[config.mk]
export PLATFORM = sky130hd
export DESIGN_NAME = seg7_scan_decoder
export DESIGN_NICKNAME = d
export VERILOG_FILES = /design/src/rtl/seg7_pkg.sv /design/src/rtl/seg7_pattern_to_bcd.sv /design/src/rtl/seg7_scan_decoder.sv
export SDC_FILE = /design/constraint.sdc
export NUM_CORES = 1
export LEC_CHECK = 0
export CORE_UTILIZATION = 40
export CTS_CLUSTER_SIZE = 14
export DETAILED_ROUTE_END_ITERATION = 16
export PLACE_DENSITY = 0.74
export RECOVER_POWER = 25
export SLEW_MARGIN = 20
export SYNTH_ARGS = -nofsm -noshare
export SYNTH_HDL_FRONTEND = slang
export SYNTH_SLANG_ARGS = --single-unit
[constraint.sdc]
create_clock -name clk -period 1.8 [get_ports clk]
set_input_delay 0.45 -clock clk [delete_from_list [all_inputs] [get_ports clk]]
set_output_delay 0.45 -clock clk [all_outputs]
set_load 0.1 [all_outputs]
[src/rtl/seg7_pkg.sv]
// Shared types and segment constants for the 7-segment display path.
// Segment order is {a,b,c,d,e,f,g} with bit 6 = a.
package seg7_pkg;

   typedef logic [6:0] seg7_t;
   typedef logic [3:0] bcd_t;

   localparam seg7_t SEG7_0 = 7'h7E;
   localparam seg7_t SEG7_1 = 7'h30;
   localparam seg7_t SEG7_2 = 7'h6D;
   localparam seg7_t SEG7_3 = 7'h79;
   localparam seg7_t SEG7_4 = 7'h33;
   localparam seg7_t SEG7_5 = 7'h5B;
   localparam seg7_t SEG7_6 = 7'h5F;
   localparam seg7_t SEG7_7 = 7'h70;
   localparam seg7_t SEG7_8 = 7'h7F;
   localparam seg7_t SEG7_9 = 7'h73;

   localparam bcd_t BCD_INVALID = 4'hF;

   typedef enum logic [1:0] {
      StIdle,
      StCount,
      StLocked
   } scan_state_e;

endpackage

[src/rtl/seg7_pattern_to_bcd.sv]
// Combinational 7-segment pattern to BCD decoder; inverse of the BCD-to-7-segment encoder.
// Unrecognised patterns decode to BCD_INVALID with err set.
module seg7_pattern_to_bcd
   import seg7_pkg::*;
(
   input  logic [6:0] seg_i,
   output logic [3:0] bcd_o,
   output logic       err_o
);

   always_comb begin
      bcd_o = BCD_INVALID;
      err_o = 1'b0;
      case (seg_i)
         SEG7_0:  bcd_o = 4'd0;
         SEG7_1:  bcd_o = 4'd1;
         SEG7_2:  bcd_o = 4'd2;
         SEG7_3:  bcd_o = 4'd3;
         SEG7_4:  bcd_o = 4'd4;
         SEG7_5:  bcd_o = 4'd5;
         SEG7_6:  bcd_o = 4'd6;
         SEG7_7:  bcd_o = 4'd7;
         SEG7_8:  bcd_o = 4'd8;
         SEG7_9:  bcd_o = 4'd9;
         default: err_o = 1'b1;
      endcase
   end

endmodule

[src/rtl/seg7_scan_decoder.sv]
// Captures a scanned 7-segment display back into per-digit BCD frames (valid/ready out).
// Define SEG7_ACTIVE_LOW_EN to invert seg_i/dig_en_i at the input register (common anode).
module seg7_scan_decoder
   import seg7_pkg::*;
#(
   parameter int unsigned NUM_DIGITS    = 4,
   parameter int unsigned STABLE_CYCLES = 4,
   parameter int unsigned CNT_W         = $clog2(STABLE_CYCLES + 1)
) (
   input  logic                    clk,
   input  logic                    rst,
   input  logic [6:0]              seg_i,
   input  logic [NUM_DIGITS-1:0]   dig_en_i,
   output logic                    frame_valid_o,
   input  logic                    frame_ready_i,
   output logic [4*NUM_DIGITS-1:0] frame_bcd_o,
   output logic [NUM_DIGITS-1:0]   frame_err_o,
   output logic                    cap_pulse_o
);

   localparam int unsigned IDX_W = (NUM_DIGITS > 1) ? $clog2(NUM_DIGITS) : 1;

   logic [6:0]              seg_in, seg_q, seg_prev_q;
   logic [NUM_DIGITS-1:0]   dig_in, dig_q, dig_prev_q;
   scan_state_e             state_q, state_d;
   logic [CNT_W-1:0]        cnt_q, cnt_d;
   logic                    one_hot, changed, capture;
   logic [IDX_W-1:0]        dig_idx;
   logic [3:0]              dec_bcd;
   logic                    dec_err;
   logic [4*NUM_DIGITS-1:0] digit_bcd_q;
   logic [NUM_DIGITS-1:0]   digit_err_q, seen_q, seen_d;
   logic                    load;
   logic                    frame_valid_q, cap_pulse_q;
   logic [4*NUM_DIGITS-1:0] frame_bcd_q;
   logic [NUM_DIGITS-1:0]   frame_err_q;

`ifdef SEG7_ACTIVE_LOW_EN
   assign seg_in = ~seg_i;
   assign dig_in = ~dig_en_i;
`else
   assign seg_in = seg_i;
   assign dig_in = dig_en_i;
`endif

   // Previous sample lets us detect any change of strobe or segments within a dwell.
   always_ff @(posedge clk) begin
      if (rst) begin
         seg_q      <= '0;
         dig_q      <= '0;
         seg_prev_q <= '0;
         dig_prev_q <= '0;
      end else begin
         seg_q      <= seg_in;
         dig_q      <= dig_in;
         seg_prev_q <= seg_q;
         dig_prev_q <= dig_q;
      end
   end

   assign one_hot = (dig_q != '0) && ((dig_q & (dig_q - 1'b1)) == '0);
   assign changed = (seg_q != seg_prev_q) || (dig_q != dig_prev_q);

   always_comb begin
      dig_idx = '0;
      for (int unsigned k = 0; k < NUM_DIGITS; k++) begin
         if (dig_q[k]) dig_idx = IDX_W'(k);
      end
   end

   seg7_pattern_to_bcd u_dec (
      .seg_i (seg_q),
      .bcd_o (dec_bcd),
      .err_o (dec_err)
   );

   always_comb begin
      state_d = state_q;
      cnt_d   = cnt_q;
      capture = 1'b0;
      if (!one_hot) begin
         state_d = StIdle;
         cnt_d   = '0;
      end else if (state_q == StIdle || changed) begin
         state_d = StCount;
         cnt_d   = CNT_W'(1);
      end else if (state_q == StCount) begin
         if (cnt_q >= CNT_W'(STABLE_CYCLES - 1)) begin
            state_d = StLocked;
            cnt_d   = CNT_W'(STABLE_CYCLES);
            capture = 1'b1;
         end else begin
            cnt_d = cnt_q + 1'b1;
         end
      end
   end

   // A new frame may load on the same edge the pending one is taken (back-to-back).
   assign load = (&seen_q) && (!frame_valid_q || frame_ready_i);

   always_comb begin
      seen_d = seen_q;
      if (load) seen_d = '0;
      if (capture) seen_d[dig_idx] = 1'b1;
   end

   always_ff @(posedge clk) begin
      if (rst) begin
         state_q       <= StIdle;
         cnt_q         <= '0;
         seen_q        <= '0;
         digit_bcd_q   <= '0;
         digit_err_q   <= '0;
         cap_pulse_q   <= 1'b0;
         frame_valid_q <= 1'b0;
         frame_bcd_q   <= '0;
         frame_err_q   <= '0;
      end else begin
         state_q     <= state_d;
         cnt_q       <= cnt_d;
         seen_q      <= seen_d;
         cap_pulse_q <= capture;
         if (capture) begin
            digit_bcd_q[4*dig_idx +: 4] <= dec_bcd;
            digit_err_q[dig_idx]        <= dec_err;
         end
         if (load) begin
            frame_valid_q <= 1'b1;
            frame_bcd_q   <= digit_bcd_q;
            frame_err_q   <= digit_err_q;
         end else if (frame_ready_i) begin
            frame_valid_q <= 1'b0;
         end
      end
   end

   assign frame_valid_o = frame_valid_q;
   assign frame_bcd_o   = frame_bcd_q;
   assign frame_err_o   = frame_err_q;
   assign cap_pulse_o   = cap_pulse_q;

endmodule

==> impl_metrics.yaml <==
power_and_ir_drop:
  pwr-share-clk_pct: 42.2
  combPwrFrac_pct: 9.2
  ir_drop_v: 0.0003348
  sequentialPowerShare_pct: 48.5
  p_int_mw: 2.616
  p_sw_share_pct: 23.90
  finalPower_mw: 3.437
  switching_power_mw: 0.8213
  power_density_mw_per_mm2: 789.8
  p_leak_nw: 1.678
hold_path:
  min_path_type: "in -> reg"
  whs_path_depth: 2
  hp-start: "rst"
  min_to: "seg_prev_q[4]$_SDFF_PP0_"
setup_path:
  critical_path.cell_chain: "or3b_4, a2111oi_4, a2111oi_4, a21bo_1, a22o_1"
  critPathMaxFanout: 5
  worst_path_largest_cell_delay_ps: 470
  timing.rr.end: "digit_bcd_q[0]$_SDFFE_PP0P_"
  cp_common_cell: "a2111oi_4"
  cp-start-kind: "flop"
  worst_setup_path_end_kind: "flop"
  arrival_ps: 2070
  crit_start: "seg_q[5]$_SDFF_PP0_"
  timing.rr.start: "seg_q[5]$_SDFF_PP0_"
  worst_path_max_delay_cell: "a2111oi_4"
  cp_data_required_time_ps: 2050
  path_buf_inv: 0
  reg2reg_slack_ps: -20
  r2r_cells: 5
  crit_family: "compound AO/OA/AOI/OAI gates"
  critical_path_class: "reg -> reg"
sta:
  max_freq_ghz: 0.5485
  setup_tns_ps: -129.0
  hold_violations: 0
  period_share_pct: 101.3
  worst_slack_ps: -23.10
  rsz0062_at_grt: "yes"
  period_needed_ps: 1823
  relSlewSlack_pct: 50.65
  tightestPinTransition_ps: 740.2
  slew_viol_final: 0
  whs_ps: 421.5
  clock_skew_ps: 6.546
  setup_viol: 12
global_route:
  grt.total_usage_pct: 17.81
  grt_pass1_vias: 2413
  use_met1_pct: 21.26
  grt_max_degree: 25
  overflow: 0
  busiest_layer: "met2"
  use_met3_pct: 4.894
  grt_pass1_wl_mm: 10.79
  antenna_found_initial: 0
  grt_use_met2_pct: 30.14
synthesis:
  synth_cell_types: 39
  synth_seq_cells: 73
  syn-cell-area_sq_mm: 0.003029
  yosys.area_share.simple_pct: 23.05
  ys_warn_count: 0
  synth.area.mux_share_pct: 1.652
  synth.net_count: 353
  synth_top_family_by_area: "simple AND/OR/NAND/NOR gates"
  ys_seq_area_share_pct: 48.24
  synthAdderAreaFrac_pct: 4.131
  syn-mean-instance-area_sq_um: 9.207
  syn_inst: 329
  synth_compound_area_share_pct: 15.20
  synth_xor_area_share_pct: 4.048
drt:
  vias_per_cell: 5.101
  wl_per_cell_um: 13.11
  vias: 2535
  drtIter0Drc: 109
  drtAntennaViolNets: 0
  drc: 0
  routed_wirelength_mm: 6.518
  firstDrtPassIters: 5
layout:
  layout_commonest_cell: "dfxtp_1"
  diodes: 0
  nNetsFinal: 417
  area_delta_synth_final_pct: 43.66
  layout_common_cells: "dfxtp_1 (66), nand2_1 (52), buf_4 (31), a21oi_1 (28), buf_12 (23)"
  utilization_pct: 59.68
  nFillCells: 610
  drive_gt1_share_pct: 27.89
floorplanning:
  coreArea_sq_mm: 0.007292
  rows: 31
  initial_core_util_pct: 41.54
  die_h_um: 89.02
  dieArea_sq_mm: 0.007925
  fp.dieW_um: 89.02
  ioPinCount: 36
status:
  violations: "setup timing"
  status: "finished with violations"
clock_network:
  cts.clk_slew.worst_paths_ps: 80
  clock_sinks: 73
  clk_latency_ps: 350
  cts.root.buffer_cell: "clkbuf_8"
  htree_levels: 3
  numCtsBuffers: 9
  cts_tree: "done"
  cts_buffer_depth: 2
run:
  cap_violations: 0
placed_design:
  port_buffers: 35
  dp_hpwl_mm: 4.723
  dp_slack_ps: -86.66
  gp_congestion: 0.8538
## sequential cells by signal, indices dropped and copies added (netlist names), 7 cells and up
name         count
frame_bcd_o     16
seg_prev_q       7
digit_bcd_q     16
seg_q            7
## cell families (layout without fill, tap and decap cells)
logic type,Yosys count,in the layout
buffers and inverters,26,95
and+or+nand+nor,136,136
AOI/OAI and AO/OA,65,65
adders and majority gates,10,10
DFF,73,73
muxes,5,5
xor gates and xnor gates,14,14
## per-layer routing
layer / up-vias / wire length [um]
met4: 0 / 138
met5: - / 0
met3: 13 / 228
li1: 1273 / -
met2: 51 / 3138
met1: 1198 / 3013
## cell usage after synthesis
master / number / share of area [%]
a21boi_0: 1 / 0.25
a2111oi_4: 1 / 0.91
a21bo_1: 1 / 0.33
nor2b_1: 22 / 4.5
a2111oi_2: 1 / 0.50
a311oi_1: 2 / 0.58
o21ai_0: 2 / 0.33
a21oi_1: 32 / 5.3
nor4_1: 9 / 1.9
or3b_2: 1 / 0.29
and4_1: 2 / 0.58
or3_1: 1 / 0.21
buf_6: 1 / 0.37
a41oi_1: 4 / 1.2
or3b_1: 1 / 0.29
xnor2_1: 2 / 0.58
nor3_1: 2 / 0.33
nand4_1: 8 / 1.7
or2_2: 1 / 0.21
clkbuf_1: 13 / 1.6
ha_1: 10 / 4.1
nand2_1: 53 / 6.6
and2_1: 1 / 0.21
nand3b_1: 1 / 0.25
xor2_1: 12 / 3.5
dfxtp_1: 73 / 48
inv_1: 7 / 0.87
o2bb2ai_1: 4 / 1.2
and4b_1: 2 / 0.66
nor2_1: 14 / 1.7
mux2i_1: 5 / 1.7
and3_1: 3 / 0.62
o211ai_1: 2 / 0.50
a22o_1: 12 / 3.5
nand3_1: 3 / 0.50
buf_2: 5 / 0.83
a211oi_1: 3 / 0.74
nor4b_1: 1 / 0.29
nand2b_1: 11 / 2.3
## cell type report
type / count / area [sq um] / share of cell area [%]
Clock inverter: 6 / 90.09 / 2.070
Tap cell: 99 / 123.9 / 2.846
Clock buffer: 10 / 137.6 / 3.163
Sequential cell: 73 / 1475 / 33.90
Multi-Input combinational cell: 230 / 1632 / 37.49
Timing Repair Buffer: 72 / 867.1 / 19.93
Inverter: 7 / 26.28 / 0.6038
## worst max-delay path by stage
| stage | to | slack (ps) | depth (start not counted) |
|---|---|---|---|
| detailed placement | digit_bcd_q[3]$_SDFFE_PP0P_ | -90 | 5 |
| finish | digit_bcd_q[0]$_SDFFE_PP0P_ | -20 | 5 |
| CTS | digit_bcd_q[11]$_SDFFE_PP0P_ | -10 | 7 |
| global placement | digit_bcd_q[3]$_SDFFE_PP0P_ | -30 | 5 |
| global route | digit_bcd_q[7]$_SDFFE_PP0P_ | -100 | 5 |
| floorplan | digit_bcd_q[0]$_SDFFE_PP0P_ | -40 | 6 |
## per-stage QoR
| step | area, sq um | cells |
|---|---|---|
| global placement | 3945 | 480 |
| finish | 4352 | 497 |
| global route | 4352 | 497 |
| floorplan | 3058 | 329 |
| detailed placement | 3945 | 480 |
| CTS | 4229 | 496 |
## power groups by stage
stage	Sequential, mW	Combinational [mW]	Clock (mW)
after floorplan	1.70	0.173	0
after global placement	1.70	0.271	0
after detailed placement	1.70	0.277	0
after CTS	1.67	0.290	1.47
after global routing	1.67	0.349	1.54
final	1.67	0.318	1.45
## repair_timing
item / in CTS / in global routing
endpoints found under the setup margin: 22 / 28
hold buffers: 0 / 0
hold endpoints to repair: 0 / 0
pin swaps: 4 / 9
setup buffers: 0 / 1
gates resized for setup: 14 / 27
No activity file was read; power rests on OpenSTA's default activity.
